`config.mk`:
```
export PLATFORM = sky130hd
export DESIGN_NAME = dsp_addsub_bist
export DESIGN_NICKNAME = d
export VERILOG_FILES = /design/src/rtl/dsp_addsub_bist_pkg.sv /design/src/rtl/dsp_addsub_bist_lfsr32.sv /design/src/rtl/dsp_addsub_bist.sv
export SDC_FILE = /design/constraint.sdc
export NUM_CORES = 1
export LEC_CHECK = 0
export CAP_MARGIN = 0
export CORE_MARGIN = 1.5
export CORE_UTILIZATION = 58
export DETAILED_ROUTE_END_ITERATION = 6
export PLACE_DENSITY = 0.82
export SYNTH_ARGS = -nofsm -noshare
export SYNTH_HDL_FRONTEND = slang
export SYNTH_SLANG_ARGS = --single-unit
```
`constraint.sdc`:
```
create_clock -name clk -period 6.9 [get_ports clk]
set_input_delay 0.69 -clock clk [delete_from_list [all_inputs] [get_ports clk]]
set_output_delay 0.69 -clock clk [all_outputs]
set_load 0.02 [all_outputs]
```
`src/rtl/dsp_addsub_bist_pkg.sv`:
```
// ----------------------------------------------------------------------------
// dsp_addsub_bist_pkg
//   Shared definitions for the dsp_add_sub built-in self-test:
//   - op encoding shared with dsp_add_sub (OP_ADD / OP_SUB)
//   - Galois LFSR tap mask and single-step helper
//   - BIST sequencer state encoding
//   - 4-entry directed corner-case vector table
// ----------------------------------------------------------------------------
package dsp_addsub_bist_pkg;

   localparam logic OP_ADD = 1'b0;
   localparam logic OP_SUB = 1'b1;

   // Right-shifting Galois form of x^32 + x^22 + x^2 + x + 1.
   localparam logic [31:0] LFSR_TAPS = 32'h8020_0003;

   typedef enum logic [2:0] {
      ST_IDLE,
      ST_DRIVE,
      ST_SETTLE,
      ST_CHECK,
      ST_DONE
   } state_t;

   typedef struct packed {
      logic [31:0] a;
      logic [31:0] b;
      logic        op;
   } vec_t;

   // Carry/borrow wrap corners of the 32-bit adder/subtractor.
   function automatic vec_t directed_vec(input logic [1:0] sel);
      vec_t v;
      case (sel)
         2'd0:    v = '{a: 32'hFFFF_FFFF, b: 32'h0000_0001, op: OP_ADD};
         2'd1:    v = '{a: 32'h0000_0000, b: 32'h0000_0001, op: OP_SUB};
         2'd2:    v = '{a: 32'h7FFF_FFFF, b: 32'h0000_0001, op: OP_ADD};
         default: v = '{a: 32'hFFFF_FFFF, b: 32'hFFFF_FFFF, op: OP_SUB};
      endcase
      return v;
   endfunction

   function automatic logic [31:0] lfsr_step(input logic [31:0] s);
      return s[0] ? ((s >> 1) ^ LFSR_TAPS) : (s >> 1);
   endfunction

endpackage

```
`src/rtl/dsp_addsub_bist_lfsr32.sv`:
```
// ----------------------------------------------------------------------------
// lfsr32
//   32-bit Galois LFSR used as the BIST operand source.
//   clk, rst_n : clock, asynchronous active-low reset
//   load, seed : load seed into the state (has priority over step)
//   step       : advance the state by two positions (one operand pair)
//   state      : current state (operand A)
//   state_nxt  : one-step look-ahead of state (operand B)
// ----------------------------------------------------------------------------
module lfsr32
   import dsp_addsub_bist_pkg::*;
(
   input  logic        clk,
   input  logic        rst_n,
   input  logic        load,
   input  logic [31:0] seed,
   input  logic        step,
   output logic [31:0] state,
   output logic [31:0] state_nxt
);

   assign state_nxt = lfsr_step(state);

   // Reset to a non-zero value so the register can never lock up at zero
   // even if stepped before the first seed load.
   // NOTE: sequential state uses non-blocking assignments only, so every
   // register samples the pre-edge values of its neighbours.
   always_ff @(posedge clk or negedge rst_n) begin
      if (!rst_n) begin
         state <= 32'h0000_0001;
      end else if (load) begin
         state <= seed;
      end else if (step) begin
         state <= lfsr_step(state_nxt);
      end
   end

endmodule

```
`src/rtl/dsp_addsub_bist.sv`:
```
// ----------------------------------------------------------------------------
// dsp_addsub_bist
//   Self-test sequencer for dsp_add_sub: applies 4 directed vectors followed
//   by LFSR pseudo-random vectors, checks each result against a modulo-2^32
//   golden model, and reports on one LED (steady = pass, blink = fail).
//   clk, rst_n          : clock, asynchronous active-low reset
//   start               : one-cycle pulse, starts a run from IDLE or DONE
//   dut_input1/2        : operands A / B to dsp_add_sub
//   dut_add_sub         : 0 = A+B, 1 = A-B
//   dut_out             : result from dsp_add_sub
//   busy / done / pass  : run status; pass valid while done
//   fail_count          : saturating mismatch count of the last run
//   first_fail_idx      : first mismatching vector index, 16'hFFFF if none
//   led                 : status indicator
// ----------------------------------------------------------------------------
module dsp_addsub_bist
   import dsp_addsub_bist_pkg::*;
#(
   parameter int          NUM_VECTORS   = 256,
   parameter int          SETTLE_CYCLES = 2,
   parameter logic [31:0] LFSR_SEED     = 32'hACE1_2024,
   parameter int          BLINK_DIV     = 12000000
) (
   input  logic        clk,
   input  logic        rst_n,
   input  logic        start,
   output logic [31:0] dut_input1,
   output logic [31:0] dut_input2,
   output logic        dut_add_sub,
   input  logic [31:0] dut_out,
   output logic        busy,
   output logic        done,
   output logic        pass,
   output logic [15:0] fail_count,
   output logic [15:0] first_fail_idx,
   output logic        led
);

   localparam logic [15:0] LAST_IDX    = 16'(NUM_VECTORS - 1);
   localparam logic [3:0]  SETTLE_LAST = 4'(SETTLE_CYCLES - 1);
   localparam logic [31:0] BLINK_LAST  = 32'(BLINK_DIV - 1);

   state_t      state, state_nxt;
   logic [15:0] idx;
   logic [3:0]  settle_cnt;
   logic [31:0] blink_cnt;
   logic        blink_led;

   logic        start_ok;
   logic        last_vec;
   logic        settle_last;
   logic [31:0] expected;
   logic        mismatch;
   logic [15:0] fail_count_upd;
   vec_t        vec;

   logic [31:0] lfsr_state;
   logic [31:0] lfsr_next;

   // start is only honoured when no run is in progress.
   assign start_ok    = start && ((state == ST_IDLE) || (state == ST_DONE));
   assign last_vec    = (idx == LAST_IDX);
   assign settle_last = (settle_cnt == SETTLE_LAST);

   lfsr32 u_lfsr (
      .clk       (clk),
      .rst_n     (rst_n),
      .load      (start_ok),
      .seed      (LFSR_SEED),
      .step      ((state == ST_DRIVE) && (idx > 16'd3)),
      .state     (lfsr_state),
      .state_nxt (lfsr_next)
   );

   // Golden model: the held dut_* registers are exactly what the block sees.
   // NOTE: every always_comb output gets a default first so no path can
   // leave it unassigned and infer a latch.
   always_comb begin
      expected = dut_input1 + dut_input2;
      if (dut_add_sub == OP_SUB) begin
         expected = dut_input1 - dut_input2;
      end
      mismatch       = (dut_out != expected);
      fail_count_upd = fail_count;
      if (mismatch && (fail_count != 16'hFFFF)) begin
         fail_count_upd = fail_count + 16'd1;
      end
   end

   always_comb begin
      vec = '{a: lfsr_state, b: lfsr_next, op: idx[0]};
      if (idx < 16'd4) begin
         vec = directed_vec(idx[1:0]);
      end
   end

   always_ff @(posedge clk or negedge rst_n) begin
      if (!rst_n) begin
         state <= ST_IDLE;
      end else begin
         state <= state_nxt;
      end
   end

   always_comb begin
      state_nxt = state;
      case (state)
         ST_IDLE:   if (start_ok) state_nxt = ST_DRIVE;
         ST_DRIVE:  state_nxt = ST_SETTLE;
         ST_SETTLE: if (settle_last) state_nxt = ST_CHECK;
         ST_CHECK:  state_nxt = last_vec ? ST_DONE : ST_DRIVE;
         ST_DONE:   if (start_ok) state_nxt = ST_DRIVE;
         default:   state_nxt = ST_IDLE;
      endcase
   end

   always_ff @(posedge clk or negedge rst_n) begin
      if (!rst_n) begin
         dut_input1     <= '0;
         dut_input2     <= '0;
         dut_add_sub    <= OP_ADD;
         idx            <= '0;
         settle_cnt     <= '0;
         fail_count     <= '0;
         first_fail_idx <= 16'hFFFF;
         pass           <= 1'b0;
         blink_cnt      <= '0;
         blink_led      <= 1'b0;
      end else begin
         case (state)
            ST_IDLE, ST_DONE: begin
               if (start_ok) begin
                  idx            <= '0;
                  settle_cnt     <= '0;
                  fail_count     <= '0;
                  first_fail_idx <= 16'hFFFF;
                  pass           <= 1'b0;
               end else if (state == ST_DONE) begin
                  if (blink_cnt == BLINK_LAST) begin
                     blink_cnt <= '0;
                     blink_led <= ~blink_led;
                  end else begin
                     blink_cnt <= blink_cnt + 32'd1;
                  end
               end
            end
            ST_DRIVE: begin
               dut_input1  <= vec.a;
               dut_input2  <= vec.b;
               dut_add_sub <= vec.op;
               settle_cnt  <= '0;
            end
            ST_SETTLE: begin
               if (!settle_last) begin
                  settle_cnt <= settle_cnt + 4'd1;
               end
            end
            ST_CHECK: begin
               fail_count <= fail_count_upd;
               // fail_count still zero means this is the first mismatch.
               if (mismatch && (fail_count == 16'd0)) begin
                  first_fail_idx <= idx;
               end
               if (last_vec) begin
                  pass      <= (fail_count_upd == 16'd0);
                  blink_cnt <= '0;
                  blink_led <= 1'b1;
               end else begin
                  idx <= idx + 16'd1;
               end
            end
            default: ;
         endcase
      end
   end

   assign busy = (state == ST_DRIVE) || (state == ST_SETTLE) || (state == ST_CHECK);
   assign done = (state == ST_DONE);

   always_comb begin
      led = 1'b1;
      case (state)
         ST_IDLE: led = 1'b0;
         ST_DONE: led = pass ? 1'b1 : blink_led;
         default: led = 1'b1;
      endcase
   end

endmodule

```
== Word level (Yosys, flattened, before mapping) ==
Cells that the tools add are included.

* Memories kept: 0
* Register bits: 186
* RAM bits: 0
* Bits in read-only memories: 0
* Logic and storage cells: 103
* Latch bits: 0
* Output and inout port bits: 101

* Bitwise operators: 3
* Reduce and logical (&&, ||, !) cells: 23
* Shifts and indexed selects: 0
* Multipliers: 0
* $add $sub $neg: 6
* Multiplexer cells: 37
* Equal/unequal tests: 20
* Div/mod/pow operators: 0
* $lt $le $gt $ge: 2

{| class="wikitable"
|+ Operator list
! operator !! number
|-
| $mux 32 || 9
|-
| $pmux 65 s3 || 1
|-
| $pmux 16 s2 || 3
|-
| $mux 16 || 5
|-
| $mux 65 || 1
|-
| $pmux 32 s2 || 1
|-
| $add 16x1->16 const B || 2
|-
| $add 32x1->32 const B || 1
|-
| $add 32x32->32 || 1
|-
| $eq 32x24->1 const B || 1
|-
| $logic_not 16->1 || 2
|-
| $ne 32x32->1 || 1
|-
| $sub 32x32->32 || 1
|-
| $eq 16x8->1 const B || 1
|-
| $gt 16x2->1 const B || 1
|-
| $lt 16x3->1 const B || 1
|-
| $ne 16x16->1 const B || 1
|-
| $ne 2x2->1 const B || 6
|-
| $pmux 3 s4 || 1
|-
| $pmux 4 s3 || 1
|-
| $reduce_and 3->1 || 4
|-
| $mux 3 || 3
|-
| $mux 4 || 2
|-
| $not 3->4 || 2
|-
| other kinds (21) || 39
|}

== Longest topological paths before layout ==
* Word-level depth: 8
* Mapped depth: 26
* Depth with buffers taken out: 24

== Modules after synthesis ==
Synthesis repeated with hierarchy kept, for this count alone.

* Cell total of the unflattened synthesis: 1483
* Area total of the unflattened synthesis: 12355.6 µm²

{| class="wikitable"
|+ By module, submodules not included
! module !! instances !! cells an instance !! area an instance (µm²)
|-
| dsp_addsub_bist || 1 || 1304 || 10586.4
|-
| lfsr32 || 1 || 179 || 1769.2
|}

== Worst setup path after synthesis ==
Ideal clock, no wire load.

* Kind: reg-to-reg
* Start point: register dut_input2[0]
* End point: register pass
* Setup time: 0.092 ns
* Path buffers: 1
* Data arrival time: 5.667 ns
* Setup slack: 1.141 ns
* Stages on the path, launching flop included: 24
* Cell sequence: dfrtp_1 -> inv_1 -> ha_1 -> nand2_1 -> nor3_1 -> nor3b_1 -> nand3b_1 -> nor4_1 -> a31oi_1 -> xnor2_1 -> ha_1 -> buf_6 -> and4_2 -> a31o_1 -> a32oi_1 -> nand4_1 -> or4_1 -> nor4_1 -> nand4_1 -> nor4_4 -> nor3b_2 -> xor2_1 -> or4_4 -> o31ai_2

* Longest elaborated chain between the ends: 8
* Elaborated cells on any way between the ends: 9
* Classes of those cells: add/sub (2); eq/ne (1); mux (4); reduce/logical (2)

{| class="wikitable"
|+ RTL lines
! item !! RTL line !! RTL
|-
| start, declared || dsp_addsub_bist.sv:28 || <nowiki>output logic [31:0] dut_input2,</nowiki>
|-
| start signal, assigned || dsp_addsub_bist.sv:149 || <nowiki>dut_input2 <= vec.b;</nowiki>
|-
| $add 32x32->32 / $sub 32x32->32 (equally long branches) || dsp_addsub_bist.sv:79, dsp_addsub_bist.sv:81 ||
|-
| $mux 32 * || dsp_addsub_bist.sv:80 || <nowiki>if (dut_add_sub == OP_SUB) begin</nowiki>
|-
| $ne 32x32->1 * || dsp_addsub_bist.sv:83 || <nowiki>mismatch = (dut_out != expected);</nowiki>
|-
| $logic_and 1x1->1 * || dsp_addsub_bist.sv:85 || <nowiki>if (mismatch && (fail_count != 16'hFFFF)) begin</nowiki>
|-
| $mux 16 * || dsp_addsub_bist.sv:85 ||
|-
| $logic_not 16->1 * || dsp_addsub_bist.sv:165 || <nowiki>pass <= (fail_count_upd == 16'd0);</nowiki>
|-
| $mux 1 * || dsp_addsub_bist.sv:164 || <nowiki>if (last_vec) begin</nowiki>
|-
| $pmux 1 s2 * || dsp_addsub_bist.sv:130 || <nowiki>case (state)</nowiki>
|-
| end signal, assigned || dsp_addsub_bist.sv:165 ||
|-
| end, declared || dsp_addsub_bist.sv:33 || <nowiki>output logic pass,</nowiki>
|}

Every way passes the cells marked *; elsewhere a longest branch is shown, timed or not. The select of a mux whose other input is x is not followed.
A chain may end at the register's enable or synchronous reset.

== Worst setup path in the final report ==
Same ends and word-level chain as after synthesis.

==> impl_metrics.xml <==
<?xml version="1.0" encoding="UTF-8"?>
<metrics>
  <group name="sta">
    <metric name="setup-violations-final" unit="">0</metric>
    <metric name="fmax" unit="MHz">155</metric>
    <metric name="report.final.slew_viol_count" unit="">0</metric>
    <metric name="slew_headroom" unit="">0.143</metric>
    <metric name="final.min_clock_period" unit="ps">6450</metric>
    <metric name="setup_repair_after_global_routing_missed_its_margin" unit="">false</metric>
    <metric name="clock-skew-final" unit="ps">12.5</metric>
    <metric name="layout_worst_path_cycle_share" unit="">0.935</metric>
    <metric name="finalWorstSetupSlack" unit="ps">452</metric>
    <metric name="worst_slew_pin_slew" unit="ps">1280</metric>
    <metric name="fin_setup_tns" unit="ps">0</metric>
    <metric name="timing_hold_violations_final" unit="">0</metric>
  </group>
  <group name="setup_path">
    <metric name="timing.reg2reg.worst_path_depth" unit="">23</metric>
    <metric name="category_of_the_worst_setup_path_capture_point" unit="">flip-flop</metric>
    <metric name="critPathMaxStageDelay" unit="ps">580</metric>
    <metric name="worstPathRequired" unit="ps">7260</metric>
    <metric name="criticalPathCategory" unit="">reg2reg</metric>
    <metric name="path_cells" unit="">inv_1 &gt; ha_1 &gt; nand2_1 &gt; nor3_1 &gt; nor3b_2 &gt; nand3b_1 &gt; nor4_1 &gt; buf_4 &gt; a31oi_1 &gt; xnor2_1 &gt; ha_1 &gt; a211oi_1 &gt; o21ai_1 &gt; a32oi_1 &gt; nand4_1 &gt; or4_1 &gt; nor4_1 &gt; nand4_1 &gt; nor4_4 &gt; nor3b_2 &gt; xor2_1 &gt; or4_4 &gt; o31ai_2</metric>
    <metric name="critPathMaxFanout" unit="">9</metric>
    <metric name="setup.worst_path.start_class" unit="">flip-flop</metric>
    <metric name="arrival_worst_endpoint" unit="ps">6810</metric>
    <metric name="setup.reg_to_reg.worst_slack" unit="ps">450</metric>
    <metric name="timing.rr.start" unit="">dut_input2[0]</metric>
    <metric name="path_buf_inv" unit="">2</metric>
    <metric name="critical_path_cell_with_the_highest_stage_delay" unit="">sky130_fd_sc_hd__or4_1</metric>
    <metric name="cp_top_family" unit="">simple AND/OR/NAND/NOR gates</metric>
    <metric name="reg2reg_to" unit="">pass</metric>
  </group>
  <group name="floorplan">
    <metric name="floorplan.die_area" unit="um2">22000</metric>
    <metric name="die_height" unit="um">148</metric>
    <metric name="floorplan.core_area" unit="um2">20400</metric>
    <metric name="die-width" unit="um">148</metric>
    <metric name="io-pin-count" unit="">136</metric>
    <metric name="floorplan.initialDensity" unit="">0.599</metric>
    <metric name="placementRows" unit="">52</metric>
  </group>
  <group name="detailed_routing">
    <metric name="drt_wl_total" unit="um">44100</metric>
    <metric name="num_vias" unit="">12521</metric>
    <metric name="drc" unit="">0</metric>
    <metric name="detail-route-antenna-nets" unit="">0</metric>
    <metric name="initialDrtViolationCount" unit="">1726</metric>
    <metric name="met3_length" unit="um">3810</metric>
    <metric name="met2WireLength" unit="um">20700</metric>
    <metric name="vias_per_cell" unit="">6.68</metric>
    <metric name="detail_route.wirelength.met1" unit="um">16600</metric>
    <metric name="drt_pass1_iterations" unit="">7</metric>
    <metric name="route.detailed.wl_per_inst" unit="um">23.5</metric>
    <metric name="routed.top_layer" unit="">met4</metric>
  </group>
  <group name="global_route">
    <metric name="grt_pass1_wl" unit="um">68000</metric>
    <metric name="grt_antenna_before_repair" unit="">0</metric>
    <metric name="first_global_vias" unit="">11998</metric>
    <metric name="pin_count_of_the_biggest_net_entering_global_routing" unit="">133</metric>
    <metric name="globalRoute.totalOverflow" unit="">0</metric>
    <metric name="globalRouteTotalUtil" unit="">0.403</metric>
  </group>
  <group name="placement">
    <metric name="dp_slack" unit="ps">423</metric>
    <metric name="place.port_buffers" unit="">135</metric>
    <metric name="place.gp.congestion" unit="">1.05</metric>
    <metric name="hpwl" unit="um">31400</metric>
  </group>
  <group name="synthesis">
    <metric name="synth-main-ff-cell" unit="">sky130_fd_sc_hd__dfrtp_1</metric>
    <metric name="synth-edff-count" unit="">0</metric>
    <metric name="synthesis.area_per_instance" unit="um2">8.16</metric>
    <metric name="synth_warnings" unit="">0</metric>
    <metric name="synth_seq_cells" unit="">186</metric>
    <metric name="syn_nets" unit="">1575</metric>
    <metric name="ys_seq_area_frac" unit="">0.382</metric>
    <metric name="async_flop_share" unit="">1.00</metric>
    <metric name="synthesis.instances" unit="">1499</metric>
    <metric name="netlist_area" unit="um2">12200</metric>
    <metric name="post_synth_num_cell_types" unit="">84</metric>
  </group>
  <group name="clock_network">
    <metric name="htreeDepth" unit="">4</metric>
    <metric name="cts.clk_slew.worst_paths" unit="ps">70</metric>
    <metric name="tritoncts_num_sinks" unit="">186</metric>
    <metric name="cts_max_path_buffers" unit="">2</metric>
    <metric name="clk-insertion-delay-late" unit="ps">450</metric>
    <metric name="number_of_buffers_inserted_by_post_cts_setup_repair" unit="">0</metric>
    <metric name="tritoncts_clock_tree" unit="">done</metric>
    <metric name="cts_buffers" unit="">17</metric>
    <metric name="clk_root_buffer_cell" unit="">sky130_fd_sc_hd__clkbuf_16</metric>
  </group>
  <group name="cells_and_area">
    <metric name="post-route-util" unit="">0.700</metric>
    <metric name="finalNetCount" unit="">1668</metric>
    <metric name="number_of_diodes" unit="">0</metric>
    <metric name="layout-drive-gt1-share" unit="">0.0673</metric>
    <metric name="syn_to_final_growth" unit="%">17.0</metric>
  </group>
  <group name="run">
    <metric name="maxCapViolCount" unit="">0</metric>
  </group>
  <group name="status">
    <metric name="run_status" unit="">complete, no violations</metric>
  </group>
  <group name="hold_path">
    <metric name="hold_class" unit="">in2async</metric>
  </group>
</metrics>
## worst reg2reg max path: stages (launching register included)
cell and delay, ps:
sky130_fd_sc_hd__dfrtp_1 450, sky130_fd_sc_hd__inv_1 110, sky130_fd_sc_hd__ha_1 200, sky130_fd_sc_hd__nand2_1 70, sky130_fd_sc_hd__nor3_1 250, sky130_fd_sc_hd__nor3b_2 320
sky130_fd_sc_hd__nand3b_1 220, sky130_fd_sc_hd__nor4_1 300, sky130_fd_sc_hd__buf_4 190, sky130_fd_sc_hd__a31oi_1 90, sky130_fd_sc_hd__xnor2_1 150, sky130_fd_sc_hd__ha_1 420
sky130_fd_sc_hd__a211oi_1 360, sky130_fd_sc_hd__o21ai_1 230, sky130_fd_sc_hd__a32oi_1 200, sky130_fd_sc_hd__nand4_1 160, sky130_fd_sc_hd__or4_1 590, sky130_fd_sc_hd__nor4_1 390
sky130_fd_sc_hd__nand4_1 190, sky130_fd_sc_hd__nor4_4 430, sky130_fd_sc_hd__nor3b_2 170, sky130_fd_sc_hd__xor2_1 170, sky130_fd_sc_hd__or4_4 520, sky130_fd_sc_hd__o31ai_2 170
## synthesized netlist by cell type, types with 11 or more instances
master	count	area (um2)
sky130_fd_sc_hd__and3_1	13	81.3
sky130_fd_sc_hd__clkbuf_1	70	263
sky130_fd_sc_hd__nand4_1	30	188
sky130_fd_sc_hd__nand2_1	215	807
sky130_fd_sc_hd__dfrtp_1	169	4230
sky130_fd_sc_hd__ha_1	40	500
sky130_fd_sc_hd__nand3_1	53	265
sky130_fd_sc_hd__nor2_1	157	589
sky130_fd_sc_hd__o211ai_1	15	113
sky130_fd_sc_hd__or3_1	11	68.8
sky130_fd_sc_hd__o31ai_1	11	82.6
sky130_fd_sc_hd__dfstp_2	17	447
sky130_fd_sc_hd__nor4_1	23	144
sky130_fd_sc_hd__xnor2_1	77	674
sky130_fd_sc_hd__nor3_1	31	155
sky130_fd_sc_hd__a211oi_1	12	90.1
sky130_fd_sc_hd__a21oi_1	129	646
sky130_fd_sc_hd__xor2_1	34	298
sky130_fd_sc_hd__inv_1	37	139
sky130_fd_sc_hd__o21ai_0	162	811
## worst max path at each step
stage	start	end	slack, ps	depth (start not counted)
floorplan	dut_input2[0]	pass	1140	23
global placement	dut_input2[0]	pass	660	23
detailed placement	dut_input2[0]	pass	420	23
CTS	dut_input2[0]	pass	370	23
global route	dut_input2[0]	pass	40	25
finish	dut_input2[0]	pass	450	23
## stage by stage
step	hold slack, ps	instances	cell area, um2
global route	332	1875	14300
detailed placement	492	1843	13700
floorplan	394	1499	12200
finish	260	1875	14300
CTS	298	1875	14300
global placement	486	1843	13700
## final cells by class
cell class	instances	area, um2
Inverter	37	139
Multi-Input combinational cell	1192	7050
Clock buffer	21	482
Fill cell	1429	6120
Clock inverter	11	98.8
Sequential cell	186	4680
Timing Repair Buffer	158	1530
Tap cell	270	338
## timing repair
item | in CTS | in global routing
endpoints found under the setup margin | 0 | 1
gates resized for setup | 0 | 1
hold buffers | 0 | 0
## layer usage
metal / GRT usage / vias up
met1: 0.507 / 5929
met3: 0.0638 / 201
li1: - / 5539
met5: 0 / -
met2: 0.661 / 852
met4: 0.234 / 0
## placed cells by master, fill, tap and decap left out, types with 4 or more instances in the layout
| master | instances |
|---|---|
| sky130_fd_sc_hd__dfstp_2 | 17 |
| sky130_fd_sc_hd__nor4b_1 | 5 |
| sky130_fd_sc_hd__mux2i_1 | 9 |
| sky130_fd_sc_hd__o21ai_1 | 6 |
| sky130_fd_sc_hd__nor3b_1 | 5 |
| sky130_fd_sc_hd__or3_1 | 11 |
| sky130_fd_sc_hd__a21o_1 | 9 |
| sky130_fd_sc_hd__a2111oi_0 | 5 |
| sky130_fd_sc_hd__nor2b_1 | 5 |
| sky130_fd_sc_hd__clkbuf_16 | 18 |
| sky130_fd_sc_hd__buf_4 | 23 |
| sky130_fd_sc_hd__a31oi_1 | 9 |
| sky130_fd_sc_hd__clkdlybuf4s50_1 | 134 |
| sky130_fd_sc_hd__o211ai_1 | 15 |
| sky130_fd_sc_hd__nor2_1 | 157 |
| sky130_fd_sc_hd__a22oi_1 | 9 |
| sky130_fd_sc_hd__nand2_1 | 214 |
| sky130_fd_sc_hd__o2111ai_1 | 6 |
| sky130_fd_sc_hd__a211oi_1 | 12 |
| sky130_fd_sc_hd__nor4_1 | 22 |
| sky130_fd_sc_hd__or4_1 | 7 |
| sky130_fd_sc_hd__nor3_1 | 31 |
| sky130_fd_sc_hd__nand4_1 | 30 |
| sky130_fd_sc_hd__xnor2_1 | 77 |
| sky130_fd_sc_hd__inv_1 | 37 |
| sky130_fd_sc_hd__dfrtp_1 | 169 |
| sky130_fd_sc_hd__nand3_1 | 53 |
| sky130_fd_sc_hd__or2_2 | 4 |
| sky130_fd_sc_hd__nand3b_1 | 5 |
| sky130_fd_sc_hd__ha_1 | 40 |
| sky130_fd_sc_hd__o21ai_0 | 162 |
| sky130_fd_sc_hd__and2_1 | 6 |
| sky130_fd_sc_hd__a21oi_1 | 129 |
| sky130_fd_sc_hd__and3_1 | 13 |
| sky130_fd_sc_hd__o31ai_1 | 11 |
| sky130_fd_sc_hd__a22o_1 | 7 |
| sky130_fd_sc_hd__o21a_1 | 5 |
| sky130_fd_sc_hd__xor2_1 | 34 |
| sky130_fd_sc_hd__nand2b_1 | 9 |
| sky130_fd_sc_hd__a21oi_2 | 4 |
## kinds of logic after synthesis
family | Yosys count | share of synthesized area
xor+xnor | 111 | 0.0795
compound gates | 427 | 0.209
buf+inv | 121 | 0.0435
fa+ha+maj | 41 | 0.0425
simple gates | 601 | 0.234
flops | 186 | 0.382
mux | 12 | 0.0101
## flip-flops by register name, summed over array words and instances (netlist names)
| name | cells |
|---|---|
| blink_led | 1 |
| state | 3 |
| blink_cnt | 32 |
| dut_add_sub | 1 |
| settle_cnt | 4 |
| pass | 1 |
| u_lfsr.state | 32 |
| first_fail_idx | 16 |
| dut_input1 | 32 |
| fail_count | 16 |
| dut_input2 | 32 |
| idx | 16 |
Power is not shown: default switching activity piles up to over one toggle a cycle in this logic, so the estimate is an artifact.
